[config.mk]
export PLATFORM = sky130hd
export DESIGN_NAME = cursor_sprite_overlay
export DESIGN_NICKNAME = d
export VERILOG_FILES = /design/src/rtl/cursor_sprite_overlay.sv
export SDC_FILE = /design/constraint.sdc
export NUM_CORES = 1
export LEC_CHECK = 0
export BUFFER_PORTS_ARGS = -buffer_cell sky130_fd_sc_hd__buf_2
export CAP_MARGIN = 20
export CORE_UTILIZATION = 30
export DETAILED_ROUTE_END_ITERATION = 8
export PLACE_DENSITY = 0.54
export SYNTH_ARGS = -nofsm -noshare
export SYNTH_HDL_FRONTEND = slang
export SYNTH_SLANG_ARGS = --single-unit
[constraint.sdc]
create_clock -name clk -period 4.7 [get_ports clk]
set_clock_uncertainty 0.05 [all_clocks]
set_input_delay 0 -clock clk [delete_from_list [all_inputs] [get_ports clk]]
set_output_delay 0 -clock clk [all_outputs]
set_load 0.02 [all_outputs]
[src/rtl/cursor_sprite_overlay.sv]
// cursor_sprite_overlay: overlays a 16x16 one-bit cursor bitmap on the VGA pixel stream.
// During horizontal blanking, the block fetches the next scanline's cursor row from a
// combinational ROM into a line buffer. The cursor position and enable are latched
// once per frame, and the composited pixel is registered with a latency of one cycle.
module cursor_sprite_overlay #(
    parameter int          H_ACTIVE     = 640,
    parameter int          FETCH_X      = 648,
    parameter int          V_TOTAL      = 525,
    parameter logic [7:0]  CURSOR_COLOR = 8'hFF
) (
    input  logic       clk,
    input  logic       rst,
    input  logic [9:0] pix_x,
    input  logic [9:0] pix_y,
    input  logic       video_on,
    input  logic [7:0] pix_in,
    input  logic [9:0] cur_x,
    input  logic [9:0] cur_y,
    input  logic       cursor_en,
    output logic [4:0] rom_addr,
    input  logic [7:0] rom_data,
    output logic [7:0] pix_out,
    output logic       video_on_out
);

    localparam logic [9:0] FETCH_X_L  = 10'(FETCH_X);
    localparam logic [9:0] LAST_Y     = 10'(V_TOTAL - 1);
    localparam logic [9:0] H_ACTIVE_L = 10'(H_ACTIVE);

    typedef enum logic [1:0] {IDLE, FETCH_L, FETCH_R} state_t;

    state_t      state;
    logic [15:0] line_buf;     // MSB = leftmost pixel; 0 = opaque
    logic        line_valid;
    logic [3:0]  row_q;        // row held across both byte fetches
    logic [4:0]  addr_q;       // last address driven, held while idle
    logic [9:0]  lat_x;
    logic [9:0]  lat_y;
    logic        lat_en;

    logic [9:0]  next_y;
    logic [9:0]  row;
    logic        row_in_range;
    logic        fetch_start;
    logic [9:0]  col;
    logic        pix_bit;
    logic        hit;

    // This logic derives the row of the next scanline and decides whether that row
    // falls inside the cursor. The row is an unsigned 10-bit difference, so lines
    // above the cursor wrap to large values and drop out of range. As a result, the
    // cursor never wraps from the bottom of the frame to the top.
    always_comb begin
        next_y       = (pix_y == LAST_Y) ? 10'd0 : pix_y + 10'd1;
        row          = next_y - lat_y;
        row_in_range = (row < 10'd16) && lat_en;
        fetch_start  = (state == IDLE) && (pix_x == FETCH_X_L);
    end

    // The ROM address is driven combinationally during the two fetch cycles, because
    // the data returns in the same cycle. Outside those cycles, the address keeps its
    // last driven value.
    always_comb begin
        rom_addr = addr_q;
        if (fetch_start && row_in_range) begin
            rom_addr = {row[3:0], 1'b0};
        end else if (state == FETCH_L) begin
            rom_addr = {row_q, 1'b1};
        end
    end

    // Fetch FSM: loads the left byte and then the right byte of the next line's row
    // during blanking. When a reset arrives in the middle of a fetch, the fetch is
    // abandoned and the line is left invalid.
    always_ff @(posedge clk) begin
        if (rst) begin
            state      <= IDLE;
            line_buf   <= 16'hFFFF;
            line_valid <= 1'b0;
            row_q      <= 4'd0;
            addr_q     <= 5'd0;
        end else begin
            case (state)
                IDLE: begin
                    if (fetch_start) begin
                        if (row_in_range) begin
                            row_q          <= row[3:0];
                            line_buf[15:8] <= rom_data;
                            addr_q         <= rom_addr;
                            state          <= FETCH_L;
                        end else begin
                            line_valid <= 1'b0;
                        end
                    end
                end
                FETCH_L: begin
                    line_buf[7:0] <= rom_data;
                    line_valid    <= 1'b1;
                    addr_q        <= rom_addr;
                    state         <= FETCH_R;
                end
                FETCH_R: state <= IDLE;
                default: state <= IDLE;
            endcase
        end
    end

    // The frame latch samples the cursor request once per frame, at the start of the
    // last line, so that changes made mid-frame take effect only in the next frame.
    always_ff @(posedge clk) begin
        if (rst) begin
            lat_x  <= 10'd0;
            lat_y  <= 10'd0;
            lat_en <= 1'b0;
        end else if (pix_y == LAST_Y && pix_x == 10'd0) begin
            lat_x  <= cur_x;
            lat_y  <= cur_y;
            lat_en <= cursor_en;
        end
    end

    // Hit test against the line buffer. The H_ACTIVE guard repeats the clipping that
    // video_on already provides; it keeps the cursor inside the visible width even if
    // the renderer holds video_on too long.
    always_comb begin
        col     = pix_x - lat_x;
        pix_bit = line_buf[4'd15 - col[3:0]];
        hit     = video_on && line_valid && (pix_x >= lat_x) && (col < 10'd16)
                  && !pix_bit && (pix_x < H_ACTIVE_L);
    end

    // Overlay output register: during blanking the output is black; otherwise it is
    // the cursor colour or the background pixel.
    always_ff @(posedge clk) begin
        if (rst) begin
            pix_out      <= 8'd0;
            video_on_out <= 1'b0;
        end else begin
            pix_out      <= !video_on ? 8'd0 : (hit ? CURSOR_COLOR : pix_in);
            video_on_out <= video_on;
        end
    end

endmodule
==> impl_metrics.ini, run 1 <==
[setup_path]
cp_data_arrival_time_ns = 3.68
r2r-start = lat_y[0]
path_cells = buf_2 > inv_1 > ha_1 > nor4bb_1 > nand3_1 > and2_1 > ha_1 > nor2b_1 > o2111ai_1 > a21o_2 > a311o_1 > a211oi_2 > and3b_1 > mux2i_1 > buf_2
cp_slowest_cell = and3b_1
cp.required_ns = 4.65
cpPeakStageDelay_ns = 0.41
startpoint_type = input port
ff2ff_path_depth = 9
cp_max_fo = 7
rr_endpoint = row_q[0]
critPathCaptureType = primary output
reg2reg_setup_slack_ns = 1.22
worstSetupPathType = input port to primary output

[die]
core_um2 = 11470
rows = 39
initial_core_util_pct = 30.81
die_h_um = 110.5
pin_count = 74
die_w_um = 110.5
dieArea_um2 = 12220

[power]
p_clk_share_pct = 47.2
p_comb_share_pct = 14.3
seq_power_share_pct = 38.5
internal_power_mw = 0.9527
powerDensity_nw_per_um2 = 276.7
p_leak_nw = 1.899
p_total_mw = 1.288
switchingPower_mw = 0.3356
switching_share_pct = 26.05
ir_drop_mv = 0.1392

[routing]
vias_per_cell = 4.948
drc = 0
drt.antenna.violating_nets = 0
routed_wl_mm = 9.417
drtIter0Drc = 143
wl_per_cell_um = 13.63
vias = 3419
drt-pass1-iter-count = 5

[global_route]
grt_start_max_net_pins = 50
antenna_found_initial = 0
grt_pass1_vias = 3508
grt_first_pass_wirelength_mm = 15.89
grt_use_total_pct = 16.06
grt_overflow = 0

[synth]
yosysTopAreaCellShare_pct = 32.86
synthCells = 436
synth_edf_count = 0
syn_area_um2 = 3533
ys.flop_type = dfxtp_1
yosysTopAreaCell = dfxtp_1
seq_area_frac_synth_pct = 32.86
yosys_warnings = 0
synth_seq_cells = 58
synthTopCellsByCount = 64 x nand2_1, 58 x dfxtp_1, 41 x nor2_1, 33 x o21ai_0, 31 x a21oi_1
yosysMostFrequentCell = nand2_1
syn-num-nets = 519
synthDistinctLibCells = 57
avgSynthCellArea_um2 = 8.104
ys_top_cells_by_area = dfxtp_1 33%, ha_1 7.4%, nand2_1 6.8%, mux2i_1 6.2%, o21ai_0 4.7%
synthArstFlopShare_pct = 0

[layout]
design_area_um2 = 4656
diodes = 0
drive_above_1_share_pct = 20.07
final_util_pct = 40.60
synthToLayoutAreaGrowth_pct = 31.76
nNetsFinal = 626

[timing]
post-route-period-util_pct = 79.39
setup_viol = 0
slew-limit-headroom_pct = 43.58
setup_tns_ns = 0
max_freq_mhz = 268.0
final_max_slew_viol_count = 0
worst_slew_pin_slew_ns = 0.8431
min_period_ns = 3.731
hold_viol = 0
rsz0062_at_grt = no

[placed_design]
portBuffers = 73
dp_hpwl_mm = 6.905
placed_area_um2 = 4004
gp_congestion = 0.8830

[status]
outcome = completed

[hold_path]
whs_path_depth = 2
hp-start = video_on
hp-class = input port to register
worstHoldEndpoint = video_on_out

[clocking]
cts_tree = built
ctsHtreeMaxLevel = 3
cts_sinks = 58
cts_root_buffer = clkbuf_16
numCtsBuffers = 9
cts.path.max_buffers = 2
path_clk_slew_ns = 0.05
clock_latency_ns = 0.33

[flow_run]
drv_cap = 0
==> registers in the layout, summed over array words and instances (netlist names), 2 cells and up <==
register / cells
line_buf: 16
lat_x: 10
lat_y: 10
pix_out: 8
addr_q: 5
row_q: 4
state: 2
==> final cells by class <==
cell class,count,area (um^2)
sequential,58,1161
fill,1179,6812
tap,143,178.9
timing repair buffer,115,773.2
clock inverter,6,42.54
inverter,29,108.9
multi-input combinational,330,2152
clock buffer,10,239.0
==> stage by stage <==
stage,setup WS [ns],cells,hold WS [ns]
after floorplan,1.273,436,0.04895
after global placement,0.8446,638,0.1370
after detailed placement,0.7079,638,0.1388
after CTS,0.9916,691,0.04553
after global routing,0.6299,691,0.07817
final,0.9685,691,0.04477
==> cells by family (layout without fill, tap and decap cells) <==
logic type	Yosys count	in the layout	share of synthesized area, %
XOR/XNOR	13	13	3.222
buffers and inverters	48	160	6.232
flip-flops	58	58	32.86
AO/OA/AOI/OAI	99	99	17.35
adder cells (fa/ha/maj)	23	23	8.569
multiplexers	26	26	8.782
AND/OR/NAND/NOR	169	169	22.98
==> what timing repair did <==
| item | CTS | global route |
|---|---|---|
| hold buffers | 37 | 0 |
| buffers inserted | 0 | 0 |
| resized for setup | 0 | 0 |
| hold endpoints to repair | 45 | 0 |
==> power by group through the flow <==
stage / clock, mW / combinational [mW] / sequential, mW
6_report: 0.608 / 0.184 / 0.496
5_1_grt: 0.644 / 0.204 / 0.496
4_1_cts: 0.620 / 0.184 / 0.496
3_5_place_dp: 0 / 0.159 / 0.506
3_3_place_gp: 0 / 0.158 / 0.506
2_1_floorplan: 0 / 0.0972 / 0.511
==> cell usage in the layout (no fill, tap or decap), types with 3 or more instances in the layout <==
master	count
mux4_2	4
nor2_1	41
a211oi_1	4
nor2b_1	5
o2111ai_1	3
xor2_1	3
nor3_1	5
a211o_1	3
ha_1	21
dlygate4sd3_1	37
nand4_1	7
nand2b_1	4
buf_4	5
and2_1	4
mux2i_1	22
o31ai_1	5
o21ai_0	33
xnor2_1	10
nand3_1	18
clkbuf_16	9
inv_1	29
nand2_1	64
buf_2	73
dfxtp_1	58
a21o_1	4
nor4_1	3
a21oi_1	31
==> worst max-delay path: cells and delay by family <==
kind	cells	cell delay [ns]
multiplexers	1	0.29
buffers and inverters	3	0.42
AO/OA/AOI/OAI	4	1.10
AND/OR/NAND/NOR	5	1.46
adder cells (fa/ha/maj)	2	0.40
==> routing by layer <==
metal,global-route usage (%),wire [um]
met1,20.32,4540
met2,26.29,4333
met3,3.458,409
met4,6.844,134
met5,0,0
==> worst max-delay path by stage <==
| stage | from | to | slack (ns) | cells past startpoint |
|---|---|---|---|---|
| 2_1_floorplan | pix_y[0] | line_buf[10] | 1.27 | 17 |
| 3_3_place_gp | pix_y[0] | row_q[2] | 0.84 | 15 |
| 5_1_grt | pix_y[0] | rom_addr[3] | 0.63 | 15 |
| 6_report | pix_y[0] | rom_addr[3] | 0.97 | 15 |
| 4_1_cts | pix_y[0] | rom_addr[1] | 0.99 | 15 |
| 3_5_place_dp | pix_y[0] | row_q[0] | 0.71 | 15 |
(Power assumes the default switching activity.)
==> run 2, diff against run 1 <==
==> constraint.sdc (replaced) <==
create_clock -name clk -period 3.45 [get_ports clk]
set_clock_uncertainty 0.05 [all_clocks]
set_input_delay 0 -clock clk [delete_from_list [all_inputs] [get_ports clk]]
set_output_delay 0 -clock clk [all_outputs]
set_load 0.02 [all_outputs]
==> impl_metrics.ini, run 2 (synthesis gave the netlist of run 1 again) <==
[status]
outcome = completed

[layout]
layout_commonest_cell = buf_2
drive_above_1_share_pct = 23.38
most-common-layout-cells = 71 x buf_2, 64 x nand2_1, 58 x dfxtp_1
largest_reg_flops = 16
diodes = 0
final_util_pct = 42.42
design_area_um2 = 4865
regMostFlops = line_buf
top_regs = line_buf x16, lat_x x10, lat_y x10
nNetsFinal = 634
synthToLayoutAreaGrowth_pct = 37.68

[power]
p_total_mw = 1.906
ir_drop_mv = 0.2260
powerDensity_nw_per_um2 = 391.7
p_leak_nw = 1.976

[routing]
routed_wl_mm = 9.575
drt.antenna.violating_nets = 0
drc = 0
drtIter0Drc = 158
vias = 3426
vias_per_cell = 4.901
wl_per_cell_um = 13.70
drt-pass1-iter-count = 4

[hold_path]
hp-class = input port to register

[global_route]
grt_pass1_vias = 3433
antenna_found_initial = 0
grt_start_max_net_pins = 49
grt_first_pass_wirelength_mm = 16.13
grt_use_total_pct = 16.28
grt_overflow = 0

[setup_path]
critPathCaptureType = primary output
startpoint_type = input port
worstSetupPathType = input port to primary output
cp_max_fo = 7
cp_data_arrival_time_ns = 3.17
cp.required_ns = 3.40

[clocking]
cts.path.max_buffers = 2
numCtsBuffers = 9
ctsHtreeMaxLevel = 3
path_clk_slew_ns = 0.05
cts_tree = built
cts_root_buffer = clkbuf_16
cts_sinks = 58
clock_latency_ns = 0.33

[die]
dieArea_um2 = 12220
die_h_um = 110.5
pin_count = 74
initial_core_util_pct = 30.81
rows = 39
core_um2 = 11470
die_w_um = 110.5

[timing]
final_max_slew_viol_count = 0
post-route-period-util_pct = 93.32
hold_viol = 0
rsz0062_at_grt = no
max_freq_mhz = 310.6
worst_slew_pin_slew_ns = 0.6599
setup_viol = 0
min_period_ns = 3.219
setup_tns_ns = 0
slew-limit-headroom_pct = 55.84
fin_hold_ws_ns = 0.01712

[placed_design]
gp_congestion = 0.8793
placed_area_um2 = 4076
portBuffers = 73
dp_hpwl_mm = 7.100

[flow_run]
drv_cap = 0
run 2: timing repair:
| item | CTS | global route |
|---|---|---|
| hold buffers | 37 | 0 |
| hold endpoints to repair | 45 | 0 |
| endpoints found under the setup margin | 0 | 19 |
| gates resized for setup | 0 | 19 |
| setup buffers | 0 | 0 |
run 2: power breakdown:
| group | internal [mW] | total [mW] | leakage [nW] | switching, mW |
|---|---|---|---|---|
| registers | 0.675 | 0.676 | 0.469 | 0.000920 |
| clock network | 0.648 | 0.954 | 0.156 | 0.306 |
| logic | 0.133 | 0.275 | 1.35 | 0.142 |
run 2: stage by stage:
| stage | worst slack [ns] | cells |
|---|---|---|
| final | 0.2305 | 699 |
| after global routing | 0.03081 | 699 |
| after CTS | 0.01699 | 699 |
| after detailed placement | -0.05245 | 646 |
| after global placement | 0.05305 | 646 |
| after floorplan | 0.02262 | 436 |
run 2: metal layers:
| metal | track usage [%] | wire length [um] |
|---|---|---|
| met5 | 0 | 0 |
| met4 | 4.711 | 57 |
| met3 | 3.787 | 430 |
| met1 | 21.09 | 4592 |
| met2 | 26.87 | 4495 |
run 2: worst max-delay path, cell delays in order:
cell and delay, ns:
buf_2 0.13, inv_1 0.08, ha_1 0.14, nor4bb_4 0.24, buf_4 0.16, and3_1 0.21
nor2_1 0.09, ha_4 0.31, a21o_1 0.13, a21oi_2 0.08, a21o_2 0.20, a311o_1 0.41
a211oi_2 0.22, and3b_1 0.20, buf_4 0.16, mux2i_1 0.21, buf_4 0.17
run 2: worst paths after layout:
kind | start | to | slack (ns) | cells past startpoint
worst max-delay path | pix_y[0] | rom_addr[3] | 0.23 | 17
worst min-delay path | rst | video_on_out | 0.02 | 3
worst max register to register | lat_y[0] | line_buf[14] | 0.53 | 10
worst min register to register | row_q[1] | row_q[1] | 0.42 | 2
run 2: area by class of cell:
class / instances / area (um^2)
Fill cell: 1147 / 6603
Multi-Input combinational cell: 330 / 2245
Sequential cell: 58 / 1161
Timing Repair Buffer: 123 / 850.8
Clock buffer: 11 / 242.7
Tap cell: 143 / 178.9
Inverter: 29 / 108.9
Clock inverter: 5 / 77.57
==> run 3, diff against run 2 <==
--- a/config.mk
+++ b/config.mk
@@ -9,7 +9,7 @@
 export CAP_MARGIN = 20
 export CORE_UTILIZATION = 30
 export DETAILED_ROUTE_END_ITERATION = 8
-export PLACE_DENSITY = 0.54
+export PLACE_DENSITY = 0.47
 export SYNTH_ARGS = -nofsm -noshare
 export SYNTH_HDL_FRONTEND = slang
 export SYNTH_SLANG_ARGS = --single-unit
==> impl_metrics.ini, run 3 (synthesis gave the netlist of run 1 again) <==
[power]
p_comb_share_pct = 14.2
switching_share_pct = 26.15
p_clk_share_pct = 49.2
internal_power_mw = 1.363
powerDensity_nw_per_um2 = 384.4
p_leak_nw = 1.973
switchingPower_mw = 0.4824
ir_drop_mv = 0.2394
seq_power_share_pct = 36.6
p_total_mw = 1.845

[routing]
routed_wl_mm = 9.743
drc = 0
vias_per_cell = 4.837
drtIter0Drc = 186
drt.antenna.violating_nets = 0
wl_per_cell_um = 13.90
drt-pass1-iter-count = 4
vias = 3391

[setup_path]
critPathCaptureType = primary output
cp.required_ns = 3.40
ff2ff_path_depth = 10
startpoint_type = input port
cpLargestDelayFamily = simple AND/OR/NAND/NOR gates
cpPeakStageDelay_ns = 0.56
rr_endpoint = line_buf[14]
reg2reg_setup_slack_ns = 0.44
cp_slowest_cell = or4_4
path_cells = buf_2 > inv_1 > ha_1 > nor4bb_4 > nand3_1 > nand2_1 > ha_1 > fa_1 > nand2b_4 > a211oi_2 > mux2i_1 > or4_4 > nor2_1 > and3b_2 > mux2i_1 > buf_2
r2r-start = lat_y[0]
cp_data_arrival_time_ns = 3.20
crit_buf_inv = 3
worstSetupPathType = input port to primary output
cp_max_fo = 6

[layout]
design_area_um2 = 4800
layout_commonest_cell = buf_2
top_regs = line_buf x16, lat_x x10, lat_y x10
diodes = 0
most-common-layout-cells = 72 x buf_2, 64 x nand2_1, 58 x dfxtp_1
regMostFlops = line_buf
nNetsFinal = 636
largest_reg_flops = 16
drive_above_1_share_pct = 22.40
synthToLayoutAreaGrowth_pct = 35.84

[placed_design]
dp_slack_ns = 0.01903
dp_hpwl_mm = 7.156
portBuffers = 73
gp_congestion = 0.8056
placed_area_um2 = 4091

[timing]
worst_slew_pin_slew_ns = 0.5923
hold_viol = 0
max_freq_mhz = 307.6
worst_slack_ns = 0.1986
setup_viol = 0
final_max_slew_viol_count = 0
min_period_ns = 3.251
post-route-period-util_pct = 94.24
slew-limit-headroom_pct = 60.48

[global_route]
grt_start_max_net_pins = 49
grt_first_pass_wirelength_mm = 16.57
grt_use_total_pct = 16.65
grt_overflow = 0
grt_pass1_vias = 3397
antenna_found_initial = 0

[die]
dieArea_um2 = 12220
pin_count = 74
die_w_um = 110.5
core_um2 = 11470
rows = 39
initial_core_util_pct = 30.81
die_h_um = 110.5

[hold_path]
whs_path_depth = 3
hp-class = input port to register
worstHoldEndpoint = video_on_out
hp-start = rst

[clocking]
cts_tree = built
clock_latency_ns = 0.32
ctsHtreeMaxLevel = 3
path_clk_slew_ns = 0.06
cts_root_buffer = clkbuf_16
cts_sinks = 58
numCtsBuffers = 9
cts.path.max_buffers = 2

[status]
outcome = completed

[flow_run]
drv_cap = 0
[run 3: final cells by class]
class                      instances  area (um^2)
timing repair buffer             125        863.3
clock inverter                     7        77.57
clock buffer                       9        225.2
fill                            1140         6668
multi-input combinational        330         2185
tap                              143        178.9
inverter                          29        108.9
sequential                        58         1161
[run 3: metrics by stage]
| step | hold WS (ns) | TNS (ns) | std cells | utilization [%] |
|---|---|---|---|---|
| after global placement | 0.1362 | 0 | 648 | 35.68 |
| after global routing | 0.05268 | -0.01055 | 701 | 41.85 |
| after CTS | 0.04132 | 0 | 701 | 41.56 |
| final | 0.03505 | 0 | 701 | 41.85 |
| after detailed placement | 0.1423 | 0 | 648 | 35.68 |
| after floorplan | 0.04895 | 0 | 436 | - |
[run 3: worst register-to-register path, delay by kind of cell (launching register included)]
| kind | cells | cell delay (ns) |
|---|---|---|
| muxes | 2 | 0.29 |
| buffers and inverters | 1 | 0.16 |
| and+or+nand+nor | 4 | 1.26 |
| adders and majority gates | 2 | 0.65 |
| AOI/OAI and AO/OA | 1 | 0.20 |
| DFF | 1 | 0.34 |
[run 3: worst max-delay path by stage]
stage	start	end	slack, ns	cells after the start
after global placement	pix_y[0]	rom_addr[3]	0.06	15
final	pix_y[1]	rom_addr[4]	0.20	16
after detailed placement	pix_y[0]	rom_addr[4]	0.02	16
after floorplan	pix_y[0]	line_buf[10]	0.02	17
after global routing	pix_y[0]	rom_addr[1]	-0.005	15
after CTS	pix_y[0]	rom_addr[4]	0.08	16
[run 3: repair_timing]
| action | 4_1_cts | 5_1_grt |
|---|---|---|
| pin swaps | 0 | 2 |
| cloned | 0 | 0 |
| hold buffers | 37 | 0 |
| endpoints found under the setup margin | 3 | 5 |
| endpoints found under the hold margin | 45 | 0 |
| gates resized for setup | 1 | 7 |
| setup buffers | 0 | 0 |
[run 3: metal layers]
| layer | track usage (%) | vias up | wire [um] |
|---|---|---|---|
| met4 | 4.889 | 0 | 29 |
| met2 | 26.05 | 62 | 4354 |
| met3 | 2.470 | 3 | 256 |
| li1 | - | 1764 | - |
| met5 | 0 | - | 0 |
| met1 | 23.61 | 1562 | 5103 |
[run 3: power groups by stage]
| stage | clock, mW | sequential [mW] | combinational [mW] |
|---|---|---|---|
| after floorplan | 0 | 0.696 | 0.132 |
| after global placement | 0 | 0.690 | 0.223 |
| after detailed placement | 0 | 0.690 | 0.223 |
| after CTS | 0.931 | 0.675 | 0.257 |
| after global routing | 0.970 | 0.675 | 0.290 |
| final | 0.907 | 0.675 | 0.263 |
